$ cat src/rtl/sine_ctrl_pkg.sv
// Shared constants and FSM state encoding for the sine playback controller.
package sine_ctrl_pkg;
  localparam int WORD_W    = 32;
  localparam int ADDR_W    = 6;
  localparam int BIT_CNT_W = 5;
  localparam int PHASE_W   = 8;

  typedef enum logic [2:0] {
    S_IDLE  = 3'd0,
    S_ARMED = 3'd1,
    S_FETCH = 3'd2,
    S_WAIT  = 3'd3,
    S_SHIFT = 3'd4
  } state_e;
endpackage

$ cat src/rtl/sine_piso.sv
// Load/shift register emitting one word MSB-first with framing strobes.
module sine_piso
  import sine_ctrl_pkg::*;
#(
  parameter int W = 32
) (
  input  logic         clk,
  input  logic         rst,
  input  logic         load_i,
  input  logic [W-1:0] data_i,
  output logic         SO,
  output logic         SI_en,
  output logic         soc,
  output logic         last_bit
);
  logic [W-1:0]         sr_q;
  logic [BIT_CNT_W-1:0] cnt_q;
  logic                 en_q;
  logic                 soc_q;

  always_ff @(posedge clk) begin
    if (rst) begin
      sr_q  <= '0;
      cnt_q <= '0;
      en_q  <= 1'b0;
      soc_q <= 1'b0;
    end else if (load_i) begin
      sr_q  <= data_i;
      cnt_q <= '0;
      en_q  <= 1'b1;
      soc_q <= 1'b1;
    end else begin
      soc_q <= 1'b0;
      if (en_q) begin
        // Zero fill leaves SO low once the last bit has gone out.
        sr_q  <= {sr_q[W-2:0], 1'b0};
        cnt_q <= cnt_q + 1'b1;
        if (cnt_q == '1) en_q <= 1'b0;
      end
    end
  end

  assign SO       = sr_q[W-1];
  assign SI_en    = en_q;
  assign soc      = soc_q;
  assign last_bit = en_q && (cnt_q == '1);
endmodule

$ cat src/rtl/sine_stream_ctrl.sv
// Tick-driven ROM fetch and serial playback sequencer.
// Optional feature macro: SINE_PHASE_INC_EN (8-bit phase accumulator addressing).
module sine_stream_ctrl
  import sine_ctrl_pkg::*;
#(
  parameter int WORD_W = sine_ctrl_pkg::WORD_W,
  parameter int ADDR_W = sine_ctrl_pkg::ADDR_W
) (
  input  logic              clk,
  input  logic              rst,
  input  logic              tick,
  input  logic              start,
  input  logic              stop,
`ifdef SINE_PHASE_INC_EN
  input  logic [7:0]        phase_inc,
`endif
  output logic              rom_en,
  output logic [ADDR_W-1:0] rom_addr,
  input  logic [WORD_W-1:0] rom_data,
  output logic              SO,
  output logic              SI_en,
  output logic              soc,
  output logic              busy,
  output logic              wrap,
  output logic              overrun
);
`ifdef SINE_PHASE_INC_EN
  localparam int PTR_W = PHASE_W;
`else
  localparam int PTR_W = ADDR_W;
`endif

  state_e           state_q;
  logic [PTR_W-1:0] ptr_q;
  logic [PTR_W:0]   ptr_sum;
  logic             rom_en_q;
  logic             busy_q;
  logic             wrap_q;
  logic             overrun_q;
  logic             stop_pend_q;
  logic             last_bit;

`ifdef SINE_PHASE_INC_EN
  assign ptr_sum  = {1'b0, ptr_q} + {1'b0, phase_inc};
  assign rom_addr = ptr_q[PTR_W-1 -: ADDR_W];
`else
  assign ptr_sum  = {1'b0, ptr_q} + {{PTR_W{1'b0}}, 1'b1};
  assign rom_addr = ptr_q;
`endif

  always_ff @(posedge clk) begin
    if (rst) begin
      state_q     <= S_IDLE;
      ptr_q       <= '0;
      rom_en_q    <= 1'b0;
      busy_q      <= 1'b0;
      wrap_q      <= 1'b0;
      overrun_q   <= 1'b0;
      stop_pend_q <= 1'b0;
    end else begin
      rom_en_q <= 1'b0;
      wrap_q   <= 1'b0;
      case (state_q)
        S_IDLE: begin
          if (start && !stop) begin
            state_q   <= S_ARMED;
            ptr_q     <= '0;
            overrun_q <= 1'b0;
          end
        end
        S_ARMED: begin
          if (stop) begin
            state_q <= S_IDLE;
          end else if (tick) begin
            state_q  <= S_FETCH;
            rom_en_q <= 1'b1;
            busy_q   <= 1'b1;
          end
        end
        S_FETCH: begin
          // Carry out of the step is the rollover indication.
          state_q <= S_WAIT;
          ptr_q   <= ptr_sum[PTR_W-1:0];
          wrap_q  <= ptr_sum[PTR_W];
        end
        S_WAIT: state_q <= S_SHIFT;
        S_SHIFT: begin
          if (last_bit) begin
            state_q     <= (stop_pend_q || stop) ? S_IDLE : S_ARMED;
            busy_q      <= 1'b0;
            stop_pend_q <= 1'b0;
          end
        end
        default: begin
          state_q <= S_IDLE;
          busy_q  <= 1'b0;
        end
      endcase
      if (busy_q && tick) overrun_q <= 1'b1;
      if (busy_q && stop && !last_bit) stop_pend_q <= 1'b1;
    end
  end

  sine_piso #(.W(WORD_W)) u_piso (
    .clk      (clk),
    .rst      (rst),
    .load_i   (state_q == S_WAIT),
    .data_i   (rom_data),
    .SO       (SO),
    .SI_en    (SI_en),
    .soc      (soc),
    .last_bit (last_bit)
  );

  assign rom_en  = rom_en_q;
  assign busy    = busy_q;
  assign wrap    = wrap_q;
  assign overrun = overrun_q;
endmodule

$ cat config.mk
export PLATFORM = sky130hd
export DESIGN_NAME = sine_stream_ctrl
export DESIGN_NICKNAME = d
export VERILOG_FILES = /design/src/rtl/sine_ctrl_pkg.sv /design/src/rtl/sine_piso.sv /design/src/rtl/sine_stream_ctrl.sv
export SDC_FILE = /design/constraint.sdc
export NUM_CORES = 1
export LEC_CHECK = 0
export ABC_CLOCK_PERIOD_IN_PS = 1450
export BUFFER_PORTS_ARGS = -buffer_cell sky130_fd_sc_hd__buf_4
export CAP_MARGIN = 20
export CORE_MARGIN = 5
export CORE_UTILIZATION = 40
export CTS_CLUSTER_SIZE = 12
export DETAILED_ROUTE_END_ITERATION = 12
export PLACE_DENSITY = 0.71
export SYNTH_ARGS = -nofsm -noshare
export SYNTH_HDL_FRONTEND = slang
export SYNTH_SLANG_ARGS = --single-unit
export TNS_END_PERCENT = 50
$ cat constraint.sdc
create_clock -name clk -period 1.45 [get_ports clk]
set_input_delay 0.145 -clock clk [delete_from_list [all_inputs] [get_ports clk]]
set_output_delay 0.145 -clock clk [all_outputs]
set_load 0.02 [all_outputs]
==> results of run 1 <==
layout by cell type (no fill, tap or decap), types with 2 or more instances in the layout:
cell      count
buf_4        54
nor2b_1       2
or3_1         2
nand3_1       4
mux2i_1      33
clkbuf_8      6
nor2_1       43
dfxtp_2       4
o21ai_0       2
nand2_1       8
buf_12        3
dfxtp_1      49
and2b_1       2
a21oi_1       9
and3_1        2
xor2_1        3
a22oi_1       2
a31oi_1       2
nor3_1        7
nand2_2       2
nand4_1       2
a211oi_1     34
ha_1          2
nor3b_2       2
worst reg2reg max path, stage by stage, from the launching register on:
cell and delay (ns):
dfxtp_2 0.34, ha_1 0.20, and3_1 0.18, ha_2 0.18, nand2_2 0.09, nand2_1 0.07
a221oi_2 0.23
per-stage QoR:
step / instance area (um2) / util
after floorplan: 2300 / -
after global placement: 2770 / 0.500
after detailed placement: 2770 / 0.500
after CTS: 2890 / 0.522
after global routing: 2920 / 0.526
final: 2920 / 0.526
where the power goes:
part	switching, uW	leakage [uW]	total (uW)	internal, uW
clock	466	0.0000574	1030	561
combinational	93.5	0.000593	207	113
sequential	17.1	0.000429	1490	1470
final timing paths:
path	slack, ns	from	depth (start not counted)	to
hold / removal	0.1	rom_data[0]	3	u_piso.sr_q[0]
setup / recovery	0.08	u_piso.cnt_q[0]	6	busy
setup reg to reg	0.08	u_piso.cnt_q[0]	6	busy
hold reg to reg	0.49	rom_addr[4]	2	wrap
state kept, by name, summed over array words and instances, names as in the netlist:
name          flops
u_piso.sr_q      32
overrun           1
rom_addr          6
state_q           3
u_piso.soc        1
rom_en            1
u_piso.SI_en      1
stop_pend_q       1
wrap              1
u_piso.cnt_q      5
busy              1
routing by layer:
layer  GRT usage  up-vias
met3      0.0346        7
li1            -      978
met5           0        -
met4      0.0590        0
met1       0.162      848
met2       0.203       40
area by class of cell:
class | count | area (um2) | share of cell area
multi-input combinational | 173 | 1160 | 0.397
clock inverter | 2 | 37.5 | 0.0129
clock buffer | 6 | 82.6 | 0.0283
tap | 72 | 90.1 | 0.0309
inverter | 1 | 3.75 | 0.00129
sequential | 53 | 1070 | 0.366
timing repair buffer | 58 | 477 | 0.164
logic make-up after synthesis:
group / share of synthesized area
AO/OA/AOI/OAI: 0.156
XOR/XNOR: 0.0152
adder cells (fa/ha/maj): 0.0163
buffers and inverters: 0.0425
flip-flops: 0.462
multiplexers: 0.144
AND/OR/NAND/NOR: 0.164
cell usage after synthesis, drive strengths merged (2+ instances only):
library cell,number
a211oi,34
a21oi,9
a22oi,2
a31oi,2
and2b,2
and3,2
buf,10
clkbuf,10
dfxtp,53
ha,3
mux2i,33
nand2,10
nand3,4
nand4,2
nor2,43
nor2b,2
nor3,7
nor3b,3
o21ai,3
or3,2
xor2,3
what timing repair did:
item	CTS	global route
resized for setup	1	8
endpoints found under the setup margin	1	12
setup buffers	0	0
pin swaps	0	1
==> results.py, run 1 <==
metrics = {
    "drt": {
        "wl_met1_um": 2170,
        "drt_pre_antenna_iters": 4,
        "first_iter_violations": 113,
        "wire_per_inst_um": 12.6,
        "drc": 0,
        "vias_per_cell": 5.13,
        "top_layer_used": "met4",
        "vias": 1873,
        "drtAntennaViolNets": 0,
        "wl_um": 4580,
        "dr_wl_met3_um": 216,
        "met2_length_um": 2130,
    },
    "power": {
        "leakagePower_uw": 0.00108,
        "finalPower_uw": 2720,
        "pwr_density_cell_mw_per_mm2": 935,
        "peakVddDrop_mv": 0.391,
    },
    "synth": {
        "ys_ff_latch": 53,
        "synth_top_area_share": 0.462,
        "synth.distinct_cells": 31,
        "yosysSeqAreaShare": 0.462,
        "ys_warn_count": 0,
        "synth_area_mm2": 0.00230,
        "synthesis.nets": 287,
        "synth-async-reset-ratio": 0,
        "syn_inst": 247,
        "syn_avg_cell_area_um2": 9.31,
        "synth_top_area_cell": "dfxtp_1",
        "synth_area_leaders": "dfxtp_1, mux2i_1, a211oi_1",
        "ys.flop_type": "dfxtp_1",
        "synth_edf_count": 0,
    },
    "floorplan": {
        "dieHeight_um": 85.8,
        "die_area_mm2": 0.00736,
        "die_w_um": 85.8,
        "start_util": 0.415,
        "io_pins": 50,
        "fp-row-count": 27,
        "coreArea_mm2": 0.00554,
    },
    "clock_tree": {
        "postCtsHoldBufs": 0,
        "cts_buffers": 5,
        "clk_latency_ns": 0.30,
        "path_clk_slew_ns": 0.09,
        "htreeDepth": 2,
        "cts_tree": "built",
        "root_buffer": "clkbuf_8",
        "cts_sinks": 53,
        "max-clock-path-buffers": 2,
    },
    "global_route": {
        "grt_overflow": 0,
        "antenna_found_initial": 0,
        "grt_pass1_wl_um": 7720,
        "track_usage": 0.128,
        "grt_max_degree": 44,
        "first_global_vias": 1779,
    },
    "timing": {
        "finalSetupViolations": 0,
        "finalSetupTns_ns": 0,
        "min_period_over_period": 0.945,
        "fmax_ghz": 0.730,
        "finalHoldViolCount": 0,
        "holdWs_ns": 0.0989,
        "slew_viol_final": 0,
        "skew_ns": 0.00435,
        "period_needed_ns": 1.37,
        "relSlewSlack": 0.708,
        "fin_ws_ns": 0.0796,
        "worstMarginPinSlew_ns": 0.438,
        "rsz0062_at_grt": "yes",
    },
    "worst_hold_path": {
        "hold_path_class": "input pin to flip-flop",
    },
    "critical_path": {
        "max_stage_delay_ns": 0.34,
        "cp_cell_sequence": "ha_1 > and3_1 > ha_2 > nand2_2 > nand2_1 > a221oi_2",
        "crit_family": "adder cells",
        "cpMaxStageDelayCell": "dfxtp_2",
        "arrival_ns": 1.59,
        "required_ns": 1.67,
        "critical_path_class": "flip-flop to flip-flop",
        "worstPathMaxFanout": 4,
        "worstSetupStartpointType": "flip-flop",
        "cp-end-kind": "flip-flop",
        "crit_buf_inv": 0,
    },
    "finish": {
        "diodes": 0,
        "layout.nets": 332,
        "drive_gt1_frac": 0.263,
        "area_growth_pct": 26.8,
        "final_cells": 365,
        "nFillCells": 530,
    },
    "placement": {
        "portBuffers": 49,
        "pre_cts_slack_ns": 0.00174,
        "dpl.hpwl_um": 3240,
        "dp_cells": 357,
        "gp_congestion": 0.775,
    },
    "status": {
        "status": "completed",
    },
    "flow_run": {
        "drv_cap": 0,
    },
}
Power figures use the tool's default switching activity.
==> run 2, diff against run 1 <==
Settings changed: ABC_CLOCK_PERIOD_IN_PS 1450 to 1600, CORE_MARGIN 5 to default.
Clock period 1.45 ns to 1.6 ns, I/O delays scaled along.
==> run 2 against run 1 <==
Against the previous run: power shrank 9.4%; sequential cell count unchanged; wire length fell by 2.0%; setup slack improved by 0.067 ns; combinational power is 13% lower; first-iteration DRC count down 36%; final cell count decreased by 0.55%; non-clock buffer count is 2 lower; count of clock-buffer cells in the layout unchanged; worst hold slack improved by 0.016 ns; critical path depth unchanged; via count decreased by 0.27%; largest power group unchanged.
==> results.py, run 2 (synthesized netlist as in run 1, its figures left out) <==
metrics = {
    "floorplan": {
        "dieHeight_um": 77.8,
        "coreArea_mm2": 0.00551,
        "die_area_mm2": 0.00605,
        "die_w_um": 77.8,
        "io_pins": 50,
        "start_util": 0.417,
        "fp-row-count": 27,
    },
    "worst_hold_path": {
        "worstHoldStart": "rom_data[0]",
        "hold_path_class": "input pin to flip-flop",
    },
    "placement": {
        "dpl.hpwl_um": 2980,
        "gp_congestion": 0.708,
        "portBuffers": 49,
    },
    "power": {
        "switchingPower_uw": 528,
        "combinationalPowerShare": 0.073,
        "p_sw_frac": 0.214,
        "power.share.clock": 0.380,
        "pwr_density_cell_mw_per_mm2": 862,
        "leakagePower_uw": 0.00106,
        "p_int_uw": 1940,
        "peakVddDrop_mv": 0.513,
        "pwr-share-seq": 0.547,
    },
    "flow_run": {
        "drv_cap": 0,
    },
    "finish": {
        "final_core_util": 0.520,
        "nFillCells": 525,
        "area_growth_pct": 24.6,
        "diodes": 0,
        "top_register": "u_piso.sr_q",
        "final_common_cell": "buf_4",
        "largest_register_ffs": 32,
        "drive_gt1_frac": 0.234,
        "layout_common_cells": "buf_4, dfxtp_1, nor2_1, a211oi_1, mux2i_1",
        "layout.nets": 330,
    },
    "drt": {
        "drt_pre_antenna_iters": 4,
        "wl_um": 4490,
        "vias_per_cell": 5.15,
        "wire_per_inst_um": 12.4,
        "drc": 0,
        "first_iter_violations": 72,
        "vias": 1868,
        "drtAntennaViolNets": 0,
    },
    "timing": {
        "finalSetupTns_ns": 0,
        "min_period_over_period": 0.908,
        "finalSetupViolations": 0,
        "finalHoldViolCount": 0,
        "holdWs_ns": 0.115,
        "period_needed_ns": 1.45,
        "fmax_ghz": 0.688,
        "relSlewSlack": 0.648,
        "slew_viol_final": 0,
        "rsz0062_at_grt": "no",
        "skew_ns": 0.00468,
        "worstMarginPinSlew_ns": 0.522,
    },
    "clock_tree": {
        "cts_buffers": 5,
        "cts_tree": "built",
        "root_buffer": "clkbuf_8",
        "postCtsHoldBufs": 0,
        "max-clock-path-buffers": 2,
        "htreeDepth": 2,
        "cts_sinks": 53,
        "postCtsSetupBuffers": 0,
        "ctsResizeCount": 0,
        "path_clk_slew_ns": 0.09,
        "clk_latency_ns": 0.30,
    },
    "critical_path": {
        "worstSetupStartpointType": "flip-flop",
        "r2r_start": "u_piso.cnt_q[0]",
        "critical_path_class": "flip-flop to flip-flop",
        "cp-end-kind": "flip-flop",
        "crit_start": "u_piso.cnt_q[0]",
        "worstPathMaxFanout": 4,
        "arrival_ns": 1.67,
        "required_ns": 1.82,
    },
    "global_route": {
        "grt_max_degree": 41,
        "first_global_vias": 1690,
        "track_usage": 0.158,
        "grt_pass1_wl_um": 7630,
        "grt_overflow": 0,
        "antenna_found_initial": 0,
    },
    "status": {
        "status": "completed",
    },
}
## run 2: cell count changes in the layout (fill, tap and decap cells not counted), sizes merged
cell,previous run,this run
buf,58,56
## run 2: power groups by stage
stage	registers (uW)	logic [uW]	clock network, uW
6_report	1350	180	938
5_1_grt	1350	198	1020
4_1_cts	1350	181	973
3_5_place_dp	1380	180	0
3_3_place_gp	1380	178	0
2_1_floorplan	1380	82.1	0
## run 2: worst paths after layout
check | depth (start not counted) | endpoint | slack [ns]
min reg2reg | 2 | stop_pend_q | 0.49
max | 6 | busy | 0.15
max reg2reg | 6 | busy | 0.15
min | 3 | u_piso.sr_q[0] | 0.11
## run 2: per-stage QoR
stage | instance area (um2) | std cells | setup slack [ns] | power (uW)
after floorplan | 2300 | 247 | 0.249 | 1460
after global placement | 2740 | 355 | 0.220 | 1560
after detailed placement | 2740 | 355 | 0.160 | 1560
after CTS | 2860 | 363 | 0.135 | 2500
after global routing | 2860 | 363 | 0.0113 | 2570
final | 2860 | 363 | 0.147 | 2470
## run 2: cell type report
| type | count | area [um2] | area share |
|---|---|---|---|
| Clock buffer | 6 | 82.6 | 0.0288 |
| Clock inverter | 2 | 37.5 | 0.0131 |
| Inverter | 1 | 3.75 | 0.00131 |
| Multi-Input combinational cell | 173 | 1140 | 0.399 |
| Sequential cell | 53 | 1060 | 0.371 |
| Tap cell | 72 | 90.1 | 0.0315 |
| Timing Repair Buffer | 56 | 445 | 0.156 |
## run 2: routing by layer
| layer | up-vias | wire [um] | track usage |
|---|---|---|---|
| li1 | 971 | - | - |
| met1 | 854 | 2290 | 0.214 |
| met2 | 38 | 1940 | 0.242 |
| met3 | 5 | 211 | 0.0424 |
| met4 | 0 | 55 | 0.0509 |
| met5 | - | 0 | 0 |
## run 2: worst max-delay path: stages, from the launching register on
cell and delay (ns):
dfxtp_1 0.35, ha_1 0.21, and3_1 0.18, ha_1 0.20, nand2_1 0.13, nand2_1 0.07
a221oi_1 0.23
==> run 3, diff against run 2 <==
Settings changed: ABC_CLOCK_PERIOD_IN_PS 1600 to 1270, PLACE_DENSITY 0.71 to 0.73, TNS_END_PERCENT 50 to default.
Clock period 1.6 ns to 1.27 ns, I/O delays scaled along.
==> run 3 against run 2 <==
Against the previous run: wire length grew 4.7%; the flow now finishes with violations (negative setup slack); combinational power grew 51%; clock skew grew 0.0021 ns; register-to-register slack lost 0.18 ns; clock power grew 24%; final cell count grew 3.0%; sequential share of layout area shrank 2.5 points; largest cell class unchanged; highest routed layer unchanged; count of clock-buffer cells in the layout shrank 1; sequential power grew 26%.
==> results.py, run 3 (synthesized netlist as in run 1, its figures left out) <==
metrics = {
    "finish": {
        "layout.nets": 341,
        "layout_common_cells": "buf_4, dfxtp_1, nor2_1, mux2i_1, a211oi_1",
        "final_core_util": 0.564,
        "area_growth_pct": 35.2,
        "top_register": "u_piso.sr_q",
        "seqCellArea_mm2": 0.00107,
        "final_common_cell": "buf_4",
        "final_cells": 374,
        "design_area_mm2": 0.00311,
        "largest_register_ffs": 32,
        "multiInputGateArea_mm2": 0.00124,
        "drive_gt1_frac": 0.338,
        "nFillCells": 508,
        "diodes": 0,
    },
    "critical_path": {
        "required_ns": 1.51,
        "cp-end-kind": "flip-flop",
        "ff2ff_setup_slack_ns": -0.03,
        "critical_path_class": "flip-flop to flip-flop",
        "arrival_ns": 1.54,
        "worstPathMaxFanout": 4,
        "worstSetupStartpointType": "flip-flop",
    },
    "clock_tree": {
        "postCtsHoldBufs": 0,
        "htreeDepth": 2,
        "cts_tree": "built",
        "root_buffer": "clkbuf_8",
        "cts_sinks": 53,
        "max-clock-path-buffers": 2,
        "cts_buffers": 5,
        "clk_latency_ns": 0.31,
        "path_clk_slew_ns": 0.10,
    },
    "drt": {
        "drc": 0,
        "wl_um": 4700,
        "wire_per_inst_um": 12.6,
        "drt_pre_antenna_iters": 4,
        "drtAntennaViolNets": 0,
        "vias": 1906,
        "vias_per_cell": 5.10,
        "first_iter_violations": 109,
    },
    "floorplan": {
        "start_util": 0.417,
        "io_pins": 50,
        "dieHeight_um": 77.8,
        "die_w_um": 77.8,
        "die_area_mm2": 0.00605,
        "coreArea_mm2": 0.00551,
        "fp-row-count": 27,
    },
    "power": {
        "pwr_density_cell_mw_per_mm2": 1010,
        "leakagePower_uw": 0.00117,
        "peakVddDrop_mv": 0.663,
    },
    "timing": {
        "finalSetupViolations": 3,
        "rsz0062_at_grt": "yes",
        "relSlewSlack": 0.790,
        "worstMarginPinSlew_ns": 0.315,
        "slew_viol_final": 0,
        "finalSetupTns_ns": -0.0594,
        "min_period_over_period": 1.02,
        "skew_ns": 0.00677,
        "finalHoldViolCount": 0,
        "fin_ws_ns": -0.0300,
        "fmax_ghz": 0.769,
        "period_needed_ns": 1.30,
    },
    "status": {
        "violations": "negative setup slack",
        "status": "finished with violations",
    },
    "placement": {
        "gp_congestion": 0.777,
        "portBuffers": 49,
        "pre_cts_slack_ns": -0.0845,
        "dp_cells": 365,
        "dpl.hpwl_um": 3250,
        "place_area_mm2": 0.00288,
    },
    "global_route": {
        "track_usage": 0.162,
        "grt_pass1_wl_um": 7870,
        "antenna_found_initial": 0,
        "grt_overflow": 0,
        "first_global_vias": 1762,
        "grt_max_degree": 29,
    },
    "flow_run": {
        "drv_cap": 0,
    },
    "worst_hold_path": {
        "hold_path_class": "input pin to flip-flop",
    },
}
[run 3: repair_timing]
| action | CTS | global route |
|---|---|---|
| endpoints found under the setup margin | 36 | 32 |
| resized for setup | 7 | 18 |
| buffers inserted | 1 | 0 |
| pin swaps | 3 | 9 |
[run 3: report_power, final]
part / total (uW) / switching (uW) / leakage, uW / internal, uW
clock network: 1160 / 569 / 0.0000543 / 591
registers: 1700 / 18.7 / 0.000432 / 1680
logic: 272 / 120 / 0.000681 / 152
[run 3: final timing paths]
check,startpoint,end,cells after the start
min reg2reg,stop_pend_q,stop_pend_q,2
min,rom_data[0],u_piso.sr_q[0],3
max,state_q[2],rom_addr[4],5
max reg2reg,state_q[2],rom_addr[4],5
[run 3: cell type report]
type                            count  area share
Clock buffer                        5      0.0222
Clock inverter                      3      0.0149
Inverter                            1     0.00121
Multi-Input combinational cell    173       0.400
Sequential cell                    53       0.346
Tap cell                           72      0.0290
Timing Repair Buffer               67       0.187
[run 3: critical path: stages (launching register included)]
cell,delay (ns)
dfxtp_2,0.35
buf_6,0.12
nor3b_4,0.23
nand4_1,0.18
xor2_1,0.19
nor3b_2,0.17
[run 3: through the flow]
step                total power, uW  hold WS [ns]
floorplan                      1850         0.263
global placement               1990         0.394
detailed placement             1990         0.398
CTS                            3150        0.0649
global route                   3250        0.0685
finish                         3130        0.0734
[run 3: per-layer routing]
metal  global-route usage  wire [um]  vias to the layer above
met5                    0          0                        -
met2                0.272       2200                       41
met3               0.0424        221                        4
li1                     -          -                      990
met1                0.198       2240                      871
met4               0.0566         44                        0
